==> config.mk <==
export PLATFORM = sky130hd
export DESIGN_NAME = cms_trace_packetizer
export DESIGN_NICKNAME = d
export VERILOG_FILES = /design/src/rtl/cms_pkg.sv /design/src/rtl/cms_pkt_fifo.sv /design/src/rtl/cms_trace_packetizer.sv
export SDC_FILE = /design/constraint.sdc
export NUM_CORES = 2
export LEC_CHECK = 0
export CAP_MARGIN = 10
export CORE_AREA = 8 8 519 521
export DETAILED_ROUTE_END_ITERATION = 16
export DIE_AREA = 0 0 527 529
export GPL_TIMING_DRIVEN = 0
export MAX_ROUTING_LAYER = met4
export PLACE_DENSITY = 0.72
export SLEW_MARGIN = 20
export SYNTH_ARGS = -nofsm -noshare
export SYNTH_HDL_FRONTEND = slang
export SYNTH_SLANG_ARGS = --single-unit
==> constraint.sdc <==
create_clock -name clk -period 4.52 [get_ports clk]
set_input_delay 0.904 -clock clk [delete_from_list [all_inputs] [get_ports clk]]
set_output_delay 0.904 -clock clk [all_outputs]
set_load 0.005 [all_outputs]
==> src/rtl/cms_pkg.sv <==
// Shared definitions for the trace packetizer: control address map,
// mode register bit positions and the trigger FSM state encoding.
package cms_pkg;

  // Control bus address map
  localparam int CMS_ADDR_MODE       = 'h00;
  localparam int CMS_ADDR_TLAST      = 'h01;
  localparam int CMS_ADDR_START_PC   = 'h02;
  localparam int CMS_ADDR_STOP_PC    = 'h03;
  localparam int CMS_ADDR_DROP_CLR   = 'h04;
  localparam int CMS_ADDR_EVSEL_BASE = 'h10;

  // Bit positions inside the mode register
  localparam int CMS_MODE_CAPTURE_EN = 0;
  localparam int CMS_MODE_TRIGGER_EN = 1;
  localparam int CMS_MODE_DELTA      = 2;

  typedef enum logic [1:0] {
    CMS_IDLE    = 2'd0,
    CMS_ARMED   = 2'd1,
    CMS_RUNNING = 2'd2
  } cms_state_e;

endpackage

==> src/rtl/cms_pkt_fifo.sv <==
// Synchronous packet FIFO.
// Ports:
//   clk, rst_n       clock, asynchronous active-low reset (clears contents)
//   push_i, din_i    write request and data; ignored when full unless a pop
//                    happens in the same cycle
//   pop_i            read request; ignored when empty
//   dout_o           head entry, taken straight from the storage flops
//   full_o, empty_o  occupancy flags
module cms_pkt_fifo #(
  parameter int WIDTH = 8,
  parameter int DEPTH = 4
) (
  input  logic             clk,
  input  logic             rst_n,
  input  logic             push_i,
  input  logic [WIDTH-1:0] din_i,
  input  logic             pop_i,
  output logic [WIDTH-1:0] dout_o,
  output logic             full_o,
  output logic             empty_o
);
  localparam int AW = $clog2(DEPTH);

  if (DEPTH < 2 || (DEPTH & (DEPTH - 1)) != 0) begin : g_bad_depth
    $error("cms_pkt_fifo: DEPTH must be a power of 2 and at least 2");
  end

  logic [WIDTH-1:0] mem_q [DEPTH];
  logic [AW-1:0]    wr_ptr_q;
  logic [AW-1:0]    rd_ptr_q;
  logic [AW:0]      count_q;
  logic             do_push;
  logic             do_pop;

  assign empty_o = (count_q == '0);
  assign full_o  = (count_q == (AW+1)'(DEPTH));
  assign dout_o  = mem_q[rd_ptr_q];
  assign do_pop  = pop_i && !empty_o;
  // A pop in the same cycle frees the slot a full FIFO would otherwise refuse.
  assign do_push = push_i && (!full_o || do_pop);

  always_ff @(posedge clk or negedge rst_n) begin
    if (!rst_n) begin
      for (int i = 0; i < DEPTH; i++) mem_q[i] <= '0;
      wr_ptr_q <= '0;
      rd_ptr_q <= '0;
      count_q  <= '0;
    end else begin
      if (do_push) begin
        mem_q[wr_ptr_q] <= din_i;
        wr_ptr_q        <= wr_ptr_q + 1'b1;
      end
      if (do_pop) rd_ptr_q <= rd_ptr_q + 1'b1;
      case ({do_push, do_pop})
        2'b10:   count_q <= count_q + 1'b1;
        2'b01:   count_q <= count_q - 1'b1;
        default: count_q <= count_q;
      endcase
    end
  end

endmodule

==> src/rtl/cms_trace_packetizer.sv <==
// Trace packetizer: captures retired (pc, instr) with a free-running cycle
// stamp and NUM_COUNTERS event counters, buffers the packets and streams
// them out as AXI-Stream beats.
// Ports:
//   clk, rst_n                       clock, asynchronous active-low reset
//   instr, pc, pc_valid, en          retire tap and global enable
//   performance_events               one-cycle event pulses
//   ctrl_addr/wdata/write_enable     control bus, acts on write-enable rise
//   M_AXIS_tvalid/tready/tdata/tlast packet stream
//   drop_count                       saturating count of dropped packets
//   dbg_state                        trigger FSM state (cms_state_e encoding)
//
// Stream handshake: a beat transfers on a cycle where tvalid && tready;
// tvalid never drops and tdata/tlast never change while tvalid && !tready.
module cms_trace_packetizer
  import cms_pkg::*;
#(
  parameter int XLEN            = 64,
  parameter int NUM_EVENTS      = 115,
  parameter int NUM_COUNTERS    = 8,
  parameter int COUNTER_WIDTH   = 16,
  parameter int FIFO_DEPTH      = 4,
  parameter int AXI_DATA_WIDTH  = 1024,
  parameter int CTRL_ADDR_WIDTH = 8,
  parameter int CTRL_DATA_WIDTH = 64
) (
  input  logic                       clk,
  input  logic                       rst_n,
  input  logic [31:0]                instr,
  input  logic [XLEN-1:0]            pc,
  input  logic                       pc_valid,
  input  logic                       en,
  input  logic [NUM_EVENTS-1:0]      performance_events,
  input  logic [CTRL_ADDR_WIDTH-1:0] ctrl_addr,
  input  logic [CTRL_DATA_WIDTH-1:0] ctrl_wdata,
  input  logic                       ctrl_write_enable,
  output logic                       M_AXIS_tvalid,
  input  logic                       M_AXIS_tready,
  output logic [AXI_DATA_WIDTH-1:0]  M_AXIS_tdata,
  output logic                       M_AXIS_tlast,
  output logic [31:0]                drop_count,
  output logic [1:0]                 dbg_state
);
  localparam int CNT_LSB  = XLEN + 32 + 64;
  localparam int PKT_W    = CNT_LSB + NUM_COUNTERS * COUNTER_WIDTH + 1;
  localparam int EV_IDX_W = (NUM_EVENTS > 1) ? $clog2(NUM_EVENTS) : 1;

  if (AXI_DATA_WIDTH < PKT_W) begin : g_bad_width
    $error("cms_trace_packetizer: AXI_DATA_WIDTH too small for packet");
  end

  logic                       we_q;
  logic [2:0]                 mode_q;
  logic [31:0]                tlast_interval_q;
  logic [XLEN-1:0]            start_pc_q;
  logic [XLEN-1:0]            stop_pc_q;
  logic [CTRL_DATA_WIDTH-1:0] evsel_q [NUM_COUNTERS];
  logic [COUNTER_WIDTH-1:0]   cnt_q   [NUM_COUNTERS];
  logic [63:0]                clk_count_q;
  logic [31:0]                drop_count_q;
  logic                       ovf_pending_q;
  logic [31:0]                beat_cnt_q;
  logic [31:0]                cur_interval_q;
  cms_state_e                 state_q;
  cms_state_e                 state_d;

  logic                    wr_take;
  logic                    capture_en;
  logic                    trigger_en;
  logic                    delta_mode;
  logic                    retire;
  logic                    stop_hit;
  logic                    capture;
  logic                    push_ok;
  logic                    beat_done;
  logic [NUM_COUNTERS-1:0] ev_hit;
  logic [PKT_W-1:0]        pkt;
  logic [PKT_W-1:0]        fifo_dout;
  logic                    fifo_full;
  logic                    fifo_empty;

  assign wr_take    = ctrl_write_enable && !we_q;
  assign capture_en = mode_q[CMS_MODE_CAPTURE_EN];
  assign trigger_en = mode_q[CMS_MODE_TRIGGER_EN];
  assign delta_mode = mode_q[CMS_MODE_DELTA];
  assign retire     = pc_valid && en;

  // Trigger next state; capture uses it so the start_pc instruction itself
  // is captured, and stop_hit lets the stop_pc instruction through as well.
  always_comb begin
    state_d  = state_q;
    stop_hit = 1'b0;
    if (!capture_en) begin
      state_d = CMS_IDLE;
    end else if (retire) begin
      case (state_q)
        CMS_IDLE:    state_d = trigger_en ? CMS_ARMED : CMS_RUNNING;
        CMS_ARMED:   if (pc == start_pc_q) state_d = CMS_RUNNING;
        CMS_RUNNING: if (trigger_en && pc == stop_pc_q) begin
                       state_d  = CMS_ARMED;
                       stop_hit = 1'b1;
                     end
        default:     state_d = CMS_IDLE;
      endcase
    end
  end

  assign capture   = retire && (state_d == CMS_RUNNING || stop_hit);
  assign beat_done = M_AXIS_tvalid && M_AXIS_tready;
  assign push_ok   = capture && (!fifo_full || beat_done);

  // Selects at or beyond NUM_EVENTS never count.
  always_comb begin
    ev_hit = '0;
    for (int i = 0; i < NUM_COUNTERS; i++) begin
      if (en && evsel_q[i] < CTRL_DATA_WIDTH'(NUM_EVENTS))
        ev_hit[i] = performance_events[evsel_q[i][EV_IDX_W-1:0]];
    end
  end

  always_comb begin
    pkt = '0;
    pkt[XLEN-1:0]         = pc;
    pkt[XLEN +: 32]       = instr;
    pkt[XLEN + 32 +: 64]  = clk_count_q;
    for (int i = 0; i < NUM_COUNTERS; i++)
      pkt[CNT_LSB + i*COUNTER_WIDTH +: COUNTER_WIDTH] = cnt_q[i];
    pkt[PKT_W-1]          = ovf_pending_q;
  end

  always_ff @(posedge clk or negedge rst_n) begin
    if (!rst_n) begin
      we_q             <= 1'b0;
      mode_q           <= '0;
      tlast_interval_q <= 32'd1;
      start_pc_q       <= '0;
      stop_pc_q        <= '0;
      for (int i = 0; i < NUM_COUNTERS; i++) begin
        evsel_q[i] <= '0;
        cnt_q[i]   <= '0;
      end
      clk_count_q      <= '0;
      drop_count_q     <= '0;
      ovf_pending_q    <= 1'b0;
      beat_cnt_q       <= '0;
      cur_interval_q   <= 32'd1;
      state_q          <= CMS_IDLE;
    end else begin
      we_q        <= ctrl_write_enable;
      clk_count_q <= clk_count_q + 64'd1;
      state_q     <= state_d;

      if (wr_take) begin
        if (ctrl_addr == CTRL_ADDR_WIDTH'(CMS_ADDR_MODE))
          mode_q <= ctrl_wdata[2:0];
        if (ctrl_addr == CTRL_ADDR_WIDTH'(CMS_ADDR_TLAST))
          tlast_interval_q <= (ctrl_wdata[31:0] == 32'd0) ? 32'd1 : ctrl_wdata[31:0];
        if (ctrl_addr == CTRL_ADDR_WIDTH'(CMS_ADDR_START_PC))
          start_pc_q <= XLEN'(ctrl_wdata);
        if (ctrl_addr == CTRL_ADDR_WIDTH'(CMS_ADDR_STOP_PC))
          stop_pc_q <= XLEN'(ctrl_wdata);
      end
      for (int i = 0; i < NUM_COUNTERS; i++) begin
        if (wr_take && ctrl_addr == CTRL_ADDR_WIDTH'(CMS_ADDR_EVSEL_BASE + i))
          evsel_q[i] <= ctrl_wdata;
      end

      if (wr_take && ctrl_addr == CTRL_ADDR_WIDTH'(CMS_ADDR_DROP_CLR))
        drop_count_q <= '0;
      else if (capture && !push_ok && drop_count_q != '1)
        drop_count_q <= drop_count_q + 32'd1;

      if (capture && !push_ok) ovf_pending_q <= 1'b1;
      else if (push_ok)        ovf_pending_q <= 1'b0;

      // Delta restart only on an accepted packet: a dropped capture keeps
      // the accumulated counts for the next packet.
      for (int i = 0; i < NUM_COUNTERS; i++) begin
        if (push_ok && delta_mode)
          cnt_q[i] <= COUNTER_WIDTH'(ev_hit[i]);
        else if (ev_hit[i] && cnt_q[i] != '1)
          cnt_q[i] <= cnt_q[i] + 1'b1;
      end

      if (beat_done)
        beat_cnt_q <= M_AXIS_tlast ? 32'd0 : beat_cnt_q + 32'd1;
      // The interval for the presented beat is frozen so tlast stays stable
      // during a stall; a new interval applies from the next beat.
      if (beat_done || !M_AXIS_tvalid)
        cur_interval_q <= tlast_interval_q;
    end
  end

  cms_pkt_fifo #(
    .WIDTH (PKT_W),
    .DEPTH (FIFO_DEPTH)
  ) u_fifo (
    .clk     (clk),
    .rst_n   (rst_n),
    .push_i  (push_ok),
    .din_i   (pkt),
    .pop_i   (beat_done),
    .dout_o  (fifo_dout),
    .full_o  (fifo_full),
    .empty_o (fifo_empty)
  );

  assign M_AXIS_tvalid = !fifo_empty;
  assign M_AXIS_tdata  = AXI_DATA_WIDTH'(fifo_dout);
  // >= keeps the burst bounded if the interval shrank below the beat count.
  assign M_AXIS_tlast  = M_AXIS_tvalid && (beat_cnt_q + 32'd1 >= cur_interval_q);
  assign drop_count    = drop_count_q;
  assign dbg_state     = state_q;

endmodule
==> impl_metrics.toml <==
[sta]
max_freq_mhz = 207
tightest_slew_ns = 1.28
setup_viol = 1
relSlewSlack_pct = 14.6
maxSlewViolCount = 0
fin_hold_ws_ns = 0.495
final.period_utilization_pct = 107
setup_tns_ns = -0.307
layout_setup_ws_ns = -0.307
fin_crit_ns = 4.83
rsz0062_at_grt = "yes"
fin_skew_ns = 0.107
hold_viol = 0

[hold_path]
hp-class = "reg -> reg"

[placed_design]
routabilityCongestion = 0.960
io_buffer_count = 611
dp_slack_ns = -1.85
hpwlAfterDp_um = 251000

[floorplanning]
dieArea_mm2 = 0.279
ios = 1349
start_util_pct = 40.7
die_h_um = 529
core_area_mm2 = 0.261
die_x_um = 527
rows = 188

[detailed_routing]
vias_per_cell = 5.46
detail_route.wl_per_cell_um = 26.1
drc_errors = 2
via_count = 71300
ant_nets = 0
drtPass1Iterations = 12
drt-initial-drc-count = 5683
wl_um = 341000

[power]
p_total_mw = 47.0
ir_worst_vdd_mv = 0.413
p_leak_nw = 61.8
switching_share_pct = 28.3
power_density_mw_per_mm2 = 366
switching_power_mw = 13.3
cellInternalPower_mw = 33.7
seqPwrFrac_pct = 42.9
pwr-share-clk_pct = 39.8
combPwrFrac_pct = 17.4

[critical_path]
worstPathArrival_ns = 3.92
cp-start-kind = "flop"
cp-end-kind = "output pin"
worstSetupPathType = "reg -> out"
required_ns = 3.62
path_max_fanout = 5

[synth]
yosysWarnings = 0
synth_area_leader_cell = "dfrtp_1"
ys_seq_elements = 2130
synth_edf_count = 0
syn_inst = 7771
async_flop_share_pct = 100
avgSynthCellArea_um2 = 13.7
ys_types = 90
synth_top_area_share_pct = 50.1
synth.yosys.seq_area_share_pct = 50.1
ys.flop_type = "dfrtp_1"
syn-cell-area_mm2 = 0.106
synth_area_leaders = "dfrtp_1 50%, mux2_2 20%, mux4_2 9.6%, buf_4 5.4%, xnor2_1 1.5%"

[layout]
area_growth_pct = 20.9
final_nets = 9736
drive_gt1_share_pct = 39.8

[status]
status = "complete, but fails checks"
violations = "design-rule violations, negative setup slack"

[clock_tree]
clk_pin_slew_ns = 0.06
htreeDepth = 4
cts_buffers = 222
cts.sinks = 2130
cts_root_buf = "clkbuf_16"
cts_tree = "yes"
clockBufferDepth = 3
clk_latency_ns = 0.90

[global_routing]
grt_pass1_vias = 74300
antenna_found_initial = 65
grtUsageTotal_pct = 24.2
grt_pass1_wl_um = 497000
grt_max_degree = 155
grt_overflow = 0

[flow_run]
drv_cap = 0
[worst paths after layout]
path | cells after the start | slack, ns | start | endpoint
max | 14 | -0.31 | beat_cnt_q[5] | M_AXIS_tlast
min | 2 | 0.49 | tlast_interval_q[0] | tlast_interval_q[0]
max reg2reg | 12 | 0.01 | evsel_q[385] | cnt_q[110]
min reg2reg | 2 | 0.49 | tlast_interval_q[0] | tlast_interval_q[0]
max in group asynchronous | 6 | 0.54 | rst_n | u_fifo.mem_q[758]
min in group asynchronous | 2 | 0.62 | rst_n | evsel_q[385]
[cell usage after synthesis (all sizes together), types with 13 or more instances]
library cell,instances
ha,48
nor3,42
and4,18
or4,22
and3,68
xnor2,177
a22oi,39
o21ai,119
dfrtp,2128
mux2,1876
inv,86
mux2i,128
nand2,238
nand2b,18
nor4,147
a22o,19
nand3,122
buf,979
or3,61
a21oi,89
a211oi,14
nand4,98
o31ai,13
xor2,113
nor2b,37
nor2,175
mux4,476
a21o,17
clkbuf,231
o211ai,13
[flip-flops by register name, indices dropped and copies added, names as in the netlist]
| name | count |
|---|---|
| u_fifo.mem_q | 1156 |
| evsel_q | 512 |
| cnt_q | 128 |
| clk_count_q | 64 |
| start_pc_q | 64 |
| stop_pc_q | 64 |
| beat_cnt_q | 32 |
| cur_interval_q | 32 |
| drop_count | 32 |
| tlast_interval_q | 32 |
| mode_q | 3 |
| u_fifo.count_q | 3 |
| dbg_state | 2 |
| u_fifo.rd_ptr_q | 2 |
| u_fifo.wr_ptr_q | 2 |
| ovf_pending_q | 1 |
| we_q | 1 |
[layout make-up]
type                    instances  area (um^2)
diodes                         42          105
plain buffers                1206         7950
clock buffers                 328         6410
clock inverters                84         1160
fillers                     22200       133000
inverters                      86          323
multi-input cells            5079        48100
flip-flops and latches       2130        53300
well taps                    3420         4280
repair buffers                673         6920
[critical path, stage by stage (launching register included)]
cell and delay (ns):
dfrtp_1 0.44, nand4_1 0.22, buf_4 0.19, nor2_1 0.15, and4_1 0.27, xor2_1 0.31, ha_1 0.32, a21o_1 0.16
a21o_1 0.17, a21oi_1 0.12, o21ai_0 0.11, a21o_1 0.20, nand4_1 0.15, a21oi_1 0.08, buf_4 0.17
[kinds of logic (layout without fill, tap and decap cells)]
kind of cell / after synthesis / after routing / share of synthesized area, %
muxes: 2480 / 2480 / 31.2
DFF: 2130 / 2130 / 50.1
buffers and inverters: 1296 / 2377 / 7.52
and+or+nand+nor: 1112 / 1112 / 5.58
AOI/OAI and AO/OA: 413 / 413 / 2.57
xor gates and xnor gates: 290 / 290 / 2.39
adders and majority gates: 49 / 49 / 0.584
other: 1 / 777 / 0.00353
[per-layer routing]
| metal | routed length [um] | up-vias | GRT usage [%] | part of all wire (%) |
|---|---|---|---|---|
| met5 | 0 | - | - | 0 |
| met4 | 12900 | 0 | 8.34 | 3.8 |
| met3 | 26300 | 667 | 5.37 | 7.7 |
| met2 | 164000 | 2893 | 38.5 | 48 |
| met1 | 138000 | 37400 | 30.7 | 40 |
| li1 | - | 30300 | - | - |
[placed cells by master, fill, tap and decap left out, types with 97 or more instances in the layout]
master,instances
clkbuf_16,223
conb_1,735
clkdlybuf4s50_1,605
nor2_1,164
nand2_1,232
xor2_1,111
mux2_2,1875
nor4_1,141
xnor2_1,173
nand3_1,120
o21ai_0,108
buf_2,147
mux2i_1,128
buf_4,803
mux4_2,454
clkbuf_1,245
nand4_1,97
dfrtp_1,2123
[through the flow]
stage	cells	util [%]	cell area, um^2
after detailed placement	12600	46.0	120000
after global placement	12500	45.8	119000
after floorplan	8505	-	109000
after global routing	13000	49.2	129000
after CTS	13000	49.1	128000
final	13000	49.3	129000
[power groups by stage]
| stage | combinational (mW) | sequential [mW] | clock [mW] |
|---|---|---|---|
| after global placement | 7.42 | 20.6 | 0 |
| after detailed placement | 7.81 | 20.5 | 0 |
| after global routing | 8.73 | 20.2 | 19.8 |
| after CTS | 8.03 | 20.1 | 19.0 |
| final | 8.16 | 20.2 | 18.7 |
| after floorplan | 4.67 | 20.3 | 0 |
[what timing repair did]
item | 4_1_cts | 5_1_grt
setup endpoints to repair | 1602 | 337
gates resized for setup | 158 | 36
setup buffers | 29 | 12
cloned | 0 | 2
pin swaps | 14 | 13
endpoints found under the hold margin | 29 | 0
hold buffers | 1 | 0
No activity file was read; power rests on OpenSTA's default activity.
